[config.mk]
export PLATFORM = sky130hd
export DESIGN_NAME = rock_ramp_sequencer
export DESIGN_NICKNAME = d
export VERILOG_FILES = /design/src/rtl/rock_ctrl_pkg.sv /design/src/rtl/rock_step_timer.sv /design/src/rtl/rock_ramp_sequencer.sv
export SDC_FILE = /design/constraint.sdc
export NUM_CORES = 1
export LEC_CHECK = 0
export CAP_MARGIN = 20
export CORE_MARGIN = 3
export CORE_UTILIZATION = 50
export DETAILED_ROUTE_END_ITERATION = 8
export PLACE_DENSITY = 0.68
export SYNTH_ARGS = -nofsm -noshare
export SYNTH_HDL_FRONTEND = slang
export SYNTH_HIERARCHICAL = 1
export SYNTH_SLANG_ARGS = --single-unit
[constraint.sdc]
create_clock -name clk -period 5.46 [get_ports clk]
set_input_delay 0.819 -clock clk [delete_from_list [all_inputs] [get_ports clk]]
set_output_delay 0.819 -clock clk [all_outputs]
set_load 0.02 [all_outputs]
[src/rtl/rock_ctrl_pkg.sv]
// rock_ctrl_pkg: shared definitions for the rocking-actuator control blocks.
//   LVL_W          width of an amplitude/frequency level
//   MAX_LEVEL_DEF  default highest legal level
//   state_t        sequencer states IDLE / RAMP / DONE
//   step_toward()  move a level one step toward a target, or hold when equal
package rock_ctrl_pkg;

    localparam int LVL_W         = 3;
    localparam int MAX_LEVEL_DEF = 5;

    typedef logic [LVL_W-1:0] lvl_t;

    typedef enum logic [1:0] {
        IDLE,
        RAMP,
        DONE
    } state_t;

    // Moves by at most one level. The target is always within 0..MAX_LEVEL,
    // so the result can never wrap.
    function automatic lvl_t step_toward(input lvl_t cur, input lvl_t tgt);
        if (cur < tgt)
            return cur + lvl_t'(1);
        else if (cur > tgt)
            return cur - lvl_t'(1);
        return cur;
    endfunction

endpackage

[src/rtl/rock_step_timer.sv]
// rock_step_timer: free-running dwell counter with terminal-count pulse.
//   clk, reset  clock and asynchronous active-high reset
//   en          count enable
//   clr         synchronous clear to 0 (takes priority over en)
//   tc          high in the cycle whose rising edge completes STEP_CYCLES
//               counts; the counter reloads 0 on that edge
module rock_step_timer #(
    parameter int unsigned STEP_CYCLES = 50_000_000,
    parameter int          CNT_W       = 26
) (
    input  logic clk,
    input  logic reset,
    input  logic en,
    input  logic clr,
    output logic tc
);

    localparam logic [CNT_W-1:0] LAST = CNT_W'(STEP_CYCLES - 1);

    logic [CNT_W-1:0] cnt;

    assign tc = en && !clr && (cnt == LAST);

    always_ff @(posedge clk or posedge reset) begin
        if (reset)
            cnt <= '0;
        else if (clr)
            cnt <= '0;
        else if (en)
            cnt <= tc ? '0 : cnt + CNT_W'(1);
    end

endmodule

[src/rtl/rock_ramp_sequencer.sv]
// rock_ramp_sequencer: walks the amplitude (A) and frequency (F) setpoints
// toward a requested target one level per dwell period, with emergency
// ramp-down (halt) and range checking of requests.
//   clk, reset          clock, asynchronous active-high reset
//   req_valid/req_ready target handshake (ready only in IDLE with halt low)
//   tgt_a, tgt_f        requested levels
//   halt                level-sensitive stop: ramp both setpoints to 0
//   A, F                current setpoints to the generator
//   busy                ramp in progress
//   done                one-cycle pulse when a ramp reaches its target
//   err                 one-cycle pulse after an out-of-range request
// Optional: define ROCK_WATCHDOG_EN to add an idle-with-motion watchdog that
// ramps to 0 after WDOG_CYCLES idle cycles and latches err until reset.
module rock_ramp_sequencer
    import rock_ctrl_pkg::*;
#(
    parameter int unsigned STEP_CYCLES = 50_000_000,
    parameter int          CNT_W       = 26,
    parameter int unsigned MAX_LEVEL   = MAX_LEVEL_DEF,
    parameter int unsigned WDOG_CYCLES = 32'd3_000_000_000
) (
    input  logic             clk,
    input  logic             reset,
    input  logic             req_valid,
    output logic             req_ready,
    input  logic [LVL_W-1:0] tgt_a,
    input  logic [LVL_W-1:0] tgt_f,
    input  logic             halt,
    output logic [LVL_W-1:0] A,
    output logic [LVL_W-1:0] F,
    output logic             busy,
    output logic             done,
    output logic             err
);

    localparam lvl_t MAX_L = lvl_t'(MAX_LEVEL);

    state_t state, state_n;
    lvl_t   tgt_a_r, tgt_f_r;
    lvl_t   a_n, f_n, ta_n, tf_n, eff_a, eff_f;
    logic   err_p, err_p_n;
    logic   accept, motion, range_bad, step_tc, wd_fire;

    assign req_ready = (state == IDLE) && !halt;
    assign accept    = req_valid && req_ready;
    assign motion    = (A != '0) || (F != '0);
    assign range_bad = (tgt_a > MAX_L) || (tgt_f > MAX_L);
    assign busy      = (state == RAMP);
    assign done      = (state == DONE);

    // The dwell counter sits at 0 outside RAMP, so every ramp (including one
    // started by halt) begins a fresh dwell, while halt raised mid-ramp does
    // not restart it.
    rock_step_timer #(
        .STEP_CYCLES(STEP_CYCLES),
        .CNT_W      (CNT_W)
    ) u_step (
        .clk  (clk),
        .reset(reset),
        .en   (state == RAMP),
        .clr  (state != RAMP),
        .tc   (step_tc)
    );

`ifdef ROCK_WATCHDOG_EN
    logic wd_err;

    rock_step_timer #(
        .STEP_CYCLES(WDOG_CYCLES),
        .CNT_W      (32)
    ) u_wdog (
        .clk  (clk),
        .reset(reset),
        .en   ((state == IDLE) && motion),
        .clr  (!((state == IDLE) && motion) || accept),
        .tc   (wd_fire)
    );

    always_ff @(posedge clk or posedge reset) begin
        if (reset)
            wd_err <= 1'b0;
        else if (wd_fire)
            wd_err <= 1'b1;
    end

    assign err = err_p | wd_err;
`else
    assign wd_fire = 1'b0;
    assign err     = err_p;

    if (WDOG_CYCLES == 0) begin : g_no_wdog
    end
`endif

    always_comb begin
        state_n = state;
        a_n     = A;
        f_n     = F;
        ta_n    = tgt_a_r;
        tf_n    = tgt_f_r;
        err_p_n = 1'b0;
        // halt overrides the stored targets immediately, even mid-dwell
        eff_a   = halt ? '0 : tgt_a_r;
        eff_f   = halt ? '0 : tgt_f_r;

        if (halt) begin
            ta_n = '0;
            tf_n = '0;
        end

        case (state)
            IDLE: begin
                if (halt) begin
                    if (motion)
                        state_n = RAMP;
                end else if (wd_fire) begin
                    ta_n    = '0;
                    tf_n    = '0;
                    state_n = RAMP;
                end else if (accept) begin
                    if (range_bad) begin
                        err_p_n = 1'b1;
                    end else begin
                        ta_n    = tgt_a;
                        tf_n    = tgt_f;
                        state_n = (tgt_a == A && tgt_f == F) ? DONE : RAMP;
                    end
                end
            end
            RAMP: begin
                if (step_tc) begin
                    a_n = step_toward(A, eff_a);
                    f_n = step_toward(F, eff_f);
                    if (a_n == eff_a && f_n == eff_f)
                        state_n = DONE;
                end
            end
            DONE:    state_n = IDLE;
            default: state_n = IDLE;
        endcase
    end

    always_ff @(posedge clk or posedge reset) begin
        if (reset) begin
            state   <= IDLE;
            A       <= '0;
            F       <= '0;
            tgt_a_r <= '0;
            tgt_f_r <= '0;
            err_p   <= 1'b0;
        end else begin
            state   <= state_n;
            A       <= a_n;
            F       <= f_n;
            tgt_a_r <= ta_n;
            tgt_f_r <= tf_n;
            err_p   <= err_p_n;
        end
    end

endmodule

==> impl_results.md, run 1 <==
* R2R Path End: state[1]
* Setup TNS Final at 0 ns
* Area occupied by multi-input gates at 1670 sq um
* H-tree depth at 2
* Status: finished, final reports clean
* Critical path capture point type: register
* Total gr overflow at 0
* Filler cell count at 457
* DRT antenna net count at 0
* Final core utilization at between 60% and 70%
* Synth Area in Compound Gates at between 10% and 20%
* Top cell type's share of synthesized area at 36.9%
* Int Pwr at 528 uW
* Main combinational cell family by area after synthesis: simple AND/OR/NAND/NOR gates
* Minimum clock period at 3.91 ns
* Synth cell types at 53
* Post-CTS Resized at 0
* Number of synthesized flops with an enable pin at 0
* Clock network fraction of total power at 21.5%
* Synth area leaders: dfrtp_1 (37%), xnor2_1 (5.3%), nand2_1 (5.1%)
* Hold Path Cell Cnt at 2
* DP HPWL at between 4000 and 5000 um
* Starting Density at 53.2%
* Syn Nets at 333
* Slew HR at 43.5%
* Period utilization at a little under three quarters
* Via-to-Cell Ratio at just under 6
* Reg2Reg Depth at 8
* Most frequent cells in the layout: dfrtp_1 (41), nand2_1 (38), nor2_1 (22), clkdlybuf4s50_1 (19)
* Switching portion of total power at 42.1%
* Commonest non-fill, non-tap cell in the layout: dfrtp_1
* Worst-path maximum fanout at 16
* Worst-margin pin slew at 0.840 ns
* Predominant post-synthesis flop cell: dfrtp_1
* Number of global-route vias before repair at 2,327
* Die Height at around 81 um
* Slew Limit Fails at 0
* CP Class: input pin to register
* Sw power at between 300 and 400 uW
* DRC viols at 0
* Worst Hold Launch: tgt_a_r[1]
* Sequential power share at 38.5%
* Post-synthesis mux area share at between 3 and 4%
* Placed cell area at 3030 sq um
* Worst Hold Margin at 0.532 ns
* Max frequency at approximately 0.26 GHz
* # IOs at 20
* Pwr dens at 289 nW/um^2
* # clock sinks at 41
* DIE WIDTH at 80.6 um
* Layout cells sized above 1 at 7.49%
* Startpoint Class: input pin
* Mapped Area at approximately 2800 sq um
* Sequential share of the synthesized area at 36.9%
* Total leakage power at 1.29 nW
* Reg-to-reg startpoint: state[1]
* Fin. Hold Viols at 0
* Via count at around 2,400
* Inserted Diodes at 0
* Reg2Reg Setup Slack at ~2.4 ns
* Area delta synth->final at 13.3%
* Post-Synth Simple-Gate Area at 28.5%
* Maximum clock path buffer count at 2
* Syn Inst Count at 313
* Clock Tree Root: clkbuf_8
* Cell taking the most area after synthesis: dfrtp_1
* Final net count at 353
* Worst-case hold path end point: tgt_a_r[1]
* Endpoints failing setup at 0
* Die ar. at 6500 sq um
* Max-cap violations at 0
* Gr usage total at 22.2%
* Combinational share of power at around 40%
* Clock transition at path regs at 0.08 ns
* Yosys warning count at 6
* Core area at 5240 sq um
* Post-synthesis xor/xnor area fraction at 7.24%
* Row cnt at 26
* Hold buffer count at cts at 0
* Synth Area in Adders at 5.03%
* Drt initial violations at 226
* Global-route wire length before repair at 11,300 um
* Port buffer count at 19
* Worst Path Required at 5.70 ns
* Peak VDD IR at roughly 0.00017 V
* CTS Buf Count at 5
* Skew-Pair Late Insertion Delay at 0.30 ns
* Yosys reg bits at 41
* DR pass1 iterations at 4
* Post-DR wirelength/cell at 16.0 um
* Post-CTS Setup Bufs at 0
* Final instance area at 3150 sq um
* CTS tree: built
* Largest net degree at the start of global routing at 27
* Syn avg cell area at 8.89 sq um
* Detailed Route WL at 6470 um
* Worst min path class: register to register
* Storage cell area at 1030 sq um
* Unrepaired setup endpoints after global routing: no
* Worst Skew at 0.00426 ns
* Initial antenna violation count at 0
* Final weighted congestion in routability-driven placement at 0.858
* Ys async rst share at 100%
* Crit path arrival time at ~4.2 ns
-- worst max path at each step --
stage	from	end	slack (ns)	cells past startpoint
final	halt	state[1]	1.55	11
after detailed placement	halt	state[1]	1.25	11
after floorplan	halt	state[1]	2.24	10
after global routing	halt	state[1]	1.39	11
after CTS	halt	state[1]	1.56	11
after global placement	halt	state[1]	1.33	11
-- final cells by class --
class	count	area share [%]
clock buffers	5	2.18
clock inverters	3	0.556
inverters	12	1.43
multi-input cells	250	52.9
flip-flops and latches	41	32.5
well taps	70	2.78
repair buffers	23	7.62
-- per-stage QoR --
step	power (mW)	worst slack, ns	instances
floorplan	0.602	2.24	313
global placement	0.705	1.33	394
detailed placement	0.705	1.25	394
CTS	0.902	1.56	402
global route	0.972	1.39	404
finish	0.911	1.55	404
-- worst max-delay path: stages --
cell and delay (ns):
clkdlybuf4s50_1 0.66, nand2b_1 0.30, ha_1 0.33, and2b_1 0.18
a221oi_2 0.32, fa_1 0.49, o21a_1 0.14, nor3_1 0.14
o2111ai_1 0.17, o41ai_1 0.34, and4bb_2 0.25
-- flip-flops by register name, summed over array words and instances (netlist names) --
name / count
F: 3
tgt_f_r: 3
A: 3
u_step/cnt: 26
err: 1
state: 2
tgt_a_r: 3
-- cell usage after synthesis, drive strengths merged, types with 11 or more instances --
library cell / instances
xnor2: 17
nand2: 38
dfrtp: 41
nand4: 12
nand3: 11
a21oi: 15
nor4: 11
inv: 11
o21ai: 17
nor2: 22
mux2i: 11
-- layer usage --
layer / wire (um) / global-route usage [%] / up-vias
li1: - / - / 1192
met2: 2820 / 32.2 / 64
met3: 268 / 3.70 / 5
met4: 52 / 5.57 / 0
met1: 3330 / 33.8 / 1145
met5: 0 / 0 / -
-- kinds of logic (layout without fill, tap and decap cells) --
group,after synthesis,count (layout)
flops,41,41
compound gates,65,65
simple gates,141,141
buf+inv,22,43
mux,11,11
xor+xnor,23,23
fa+ha+maj,10,10
-- power by group through the flow --
stage | combinational, mW | clock, mW | sequential (mW)
5_1_grt | 0.403 | 0.215 | 0.354
3_5_place_dp | 0.350 | 0 | 0.356
6_report | 0.364 | 0.196 | 0.351
4_1_cts | 0.350 | 0.202 | 0.350
3_3_place_gp | 0.349 | 0 | 0.356
2_1_floorplan | 0.252 | 0 | 0.349
No activity file was read; power rests on OpenSTA's default activity.
==> inputs of run 2 (changes only) <==
==> constraint.sdc (replaced) <==
create_clock -name clk -period 4.11 [get_ports clk]
set_input_delay 0.6165 -clock clk [delete_from_list [all_inputs] [get_ports clk]]
set_output_delay 0.6165 -clock clk [all_outputs]
set_load 0.02 [all_outputs]
==> impl_results.md, run 2 (synthesis results as in run 1) <==
* Status: finished, final reports clean
* Starting Density at 53.2%
* Total leakage power at 1.32 nW
* Minimum clock period at 3.35 ns
* Worst Skew at ~0.0059 ns
* Max-cap violations at 0
* Area delta synth->final at 15.5%
* CP Cell Sequence: clkdlybuf4s50_1 -> nand2b_1 -> ha_1 -> and2b_1 -> a221oi_2 -> fa_1 -> o21a_1 -> nor3_1 -> o2111ai_1 -> o41ai_1 -> and4bb_2
* Number of global-route vias before repair at 2,224
* DIE WIDTH at 80.6 um
* DRT antenna net count at 0
* Global-route wire length before repair at between 10,000 and 15,000 um
* Worst Hold Launch: tgt_f_r[0]
* DR pass1 iterations at 5
* Post-DR wirelength/cell at 16.2 um
* Maximum clock path buffer count at 2
* Skew-Pair Late Insertion Delay at 0.29 ns
* Int Pwr at 835 uW
* # IOs at 20
* Layout Cells excl Fill at 406
* Setup TNS Final at 0 ns
* # placed instances at 396
* Period utilization at 81.5%
* Clock network fraction of total power at 28.4%
* Largest net degree at the start of global routing at 27
* Row cnt at 26
* Worst-margin pin slew at ~0.88 ns
* Detailed Route WL at about 6600 um
* Drt initial violations at 217
* Top reg by flops: u_step/cnt
* Clock transition at path regs at roughly 0.080 ns
* Worst min path class: register to register
* Die Height at 80.6 um
* Fin. Hold Viols at 0
* DRC viols at 0
* Initial antenna violation count at 0
* Max frequency at 0.298 GHz
* Inserted Diodes at 0
* CP max stage delay at about 0.5 ns
* # clock sinks at 41
* Startpoint Class: input pin
* Pwr dens at 419 nW/um^2
* Worst Path Required at around 4.3 ns
* Post-CTS Setup Bufs at 0
* CP Class: input pin to register
* Endpoints failing setup at 0
* Clock Tree Root: clkbuf_8
* Worst-path maximum fanout at 3
* Gr usage total at 22.1%
* Slew HR at 40.8%
* Die ar. at 6500 sq um
* Filler cell count at 476
* Sequential power share at approximately 35%
* DP HPWL at 4810 um
* Core area at 5240 sq um
* Post-CTS Resized at 0
* Port buffer count at 19
* Reg-to-reg startpoint: state[1]
* CTS Buf Count at 5
* Final weighted congestion in routability-driven placement at ~0.87
* CTS tree: built
* Via-to-Cell Ratio at ~6
* Commonest non-fill, non-tap cell in the layout: dfrtp_1
* Layout cells sized above 1 at between 8 and 9%
* H-tree depth at 2
* Critical path capture point type: register
* Crit path arrival time at 3.58 ns
* Hold buffer count at cts at 0
* Slew Limit Fails at 0
* Unrepaired setup endpoints after global routing: no
* Peak VDD IR at ~0.00039 V
* Number of flip-flops in the largest register at 26
* Total gr overflow at 0
* Sw power at about 510 uW
* Final net count at 355
* Combinational share of power at 37.0%
* Most frequent cells in the layout: dfrtp_1 (41), nand2_1 (38), nor2_1 (22), clkdlybuf4s50_1 (19)
* Switching portion of total power at 38.0%
* Slowest-stage cell, CP: fa_1
* Via count at 2,447
* Crit path launch: halt
-- run 2: critical path: cells and delay by family --
kind                     cells  cell delay [ns]
buffers and inverters        1             0.45
AO/OA/AOI/OAI                4             0.94
AND/OR/NAND/NOR              4             0.77
adder cells (fa/ha/maj)      2             0.81
-- run 2: path summary, 6_finish.rpt --
path,end,slack [ns],cells after the start
setup reg to reg,state[1],1.10,7
setup / recovery,state[1],0.76,11
hold reg to reg,tgt_f_r[0],0.53,2
hold / removal,tgt_f_r[0],0.53,2
max in group asynchronous,tgt_a_r[2],3.00,2
min in group asynchronous,u_step/cnt[24],0.64,2
-- run 2: per-layer routing --
metal  routed length [um]  up-vias  GRT usage, %
met3                  301        5          4.26
met5                    0        -             0
met2                 2840       60          31.9
met1                 3380     1185          34.6
li1                     -     1197             -
met4                   40        0          3.72
-- run 2: metrics by stage --
stage / power, mW / setup WS [ns] / hold slack [ns] / instance area [sq um] / util, %
after global placement: 0.953 / 0.482 / 0.514 / 3050 / 58.2
after global routing: 1.43 / 0.456 / 0.591 / 3220 / 61.4
final: 1.35 / 0.759 / 0.535 / 3220 / 61.4
after floorplan: 0.799 / 1.09 / 0.481 / 2780 / -
after detailed placement: 0.956 / 0.455 / 0.517 / 3050 / 58.2
after CTS: 1.34 / 0.759 / 0.536 / 3180 / 60.7
-- run 2: cell type report --
| class | instances | area (sq um) | share of cell area (%) |
|---|---|---|---|
| clock buffers | 5 | 68.8 | 2.14 |
| repair buffers | 25 | 255 | 7.94 |
| clock inverters | 3 | 65.1 | 2.02 |
| well taps | 70 | 87.6 | 2.72 |
| flip-flops and latches | 41 | 1030 | 31.9 |
| multi-input cells | 250 | 1670 | 51.9 |
| inverters | 12 | 45.0 | 1.40 |
-- run 2: power by group through the flow --
stage	sequential, mW	combinational (mW)	clock (mW)
6_report	0.466	0.498	0.383
5_1_grt	0.471	0.557	0.404
4_1_cts	0.466	0.484	0.388
3_5_place_dp	0.474	0.482	0
3_3_place_gp	0.473	0.480	0
2_1_floorplan	0.464	0.335	0
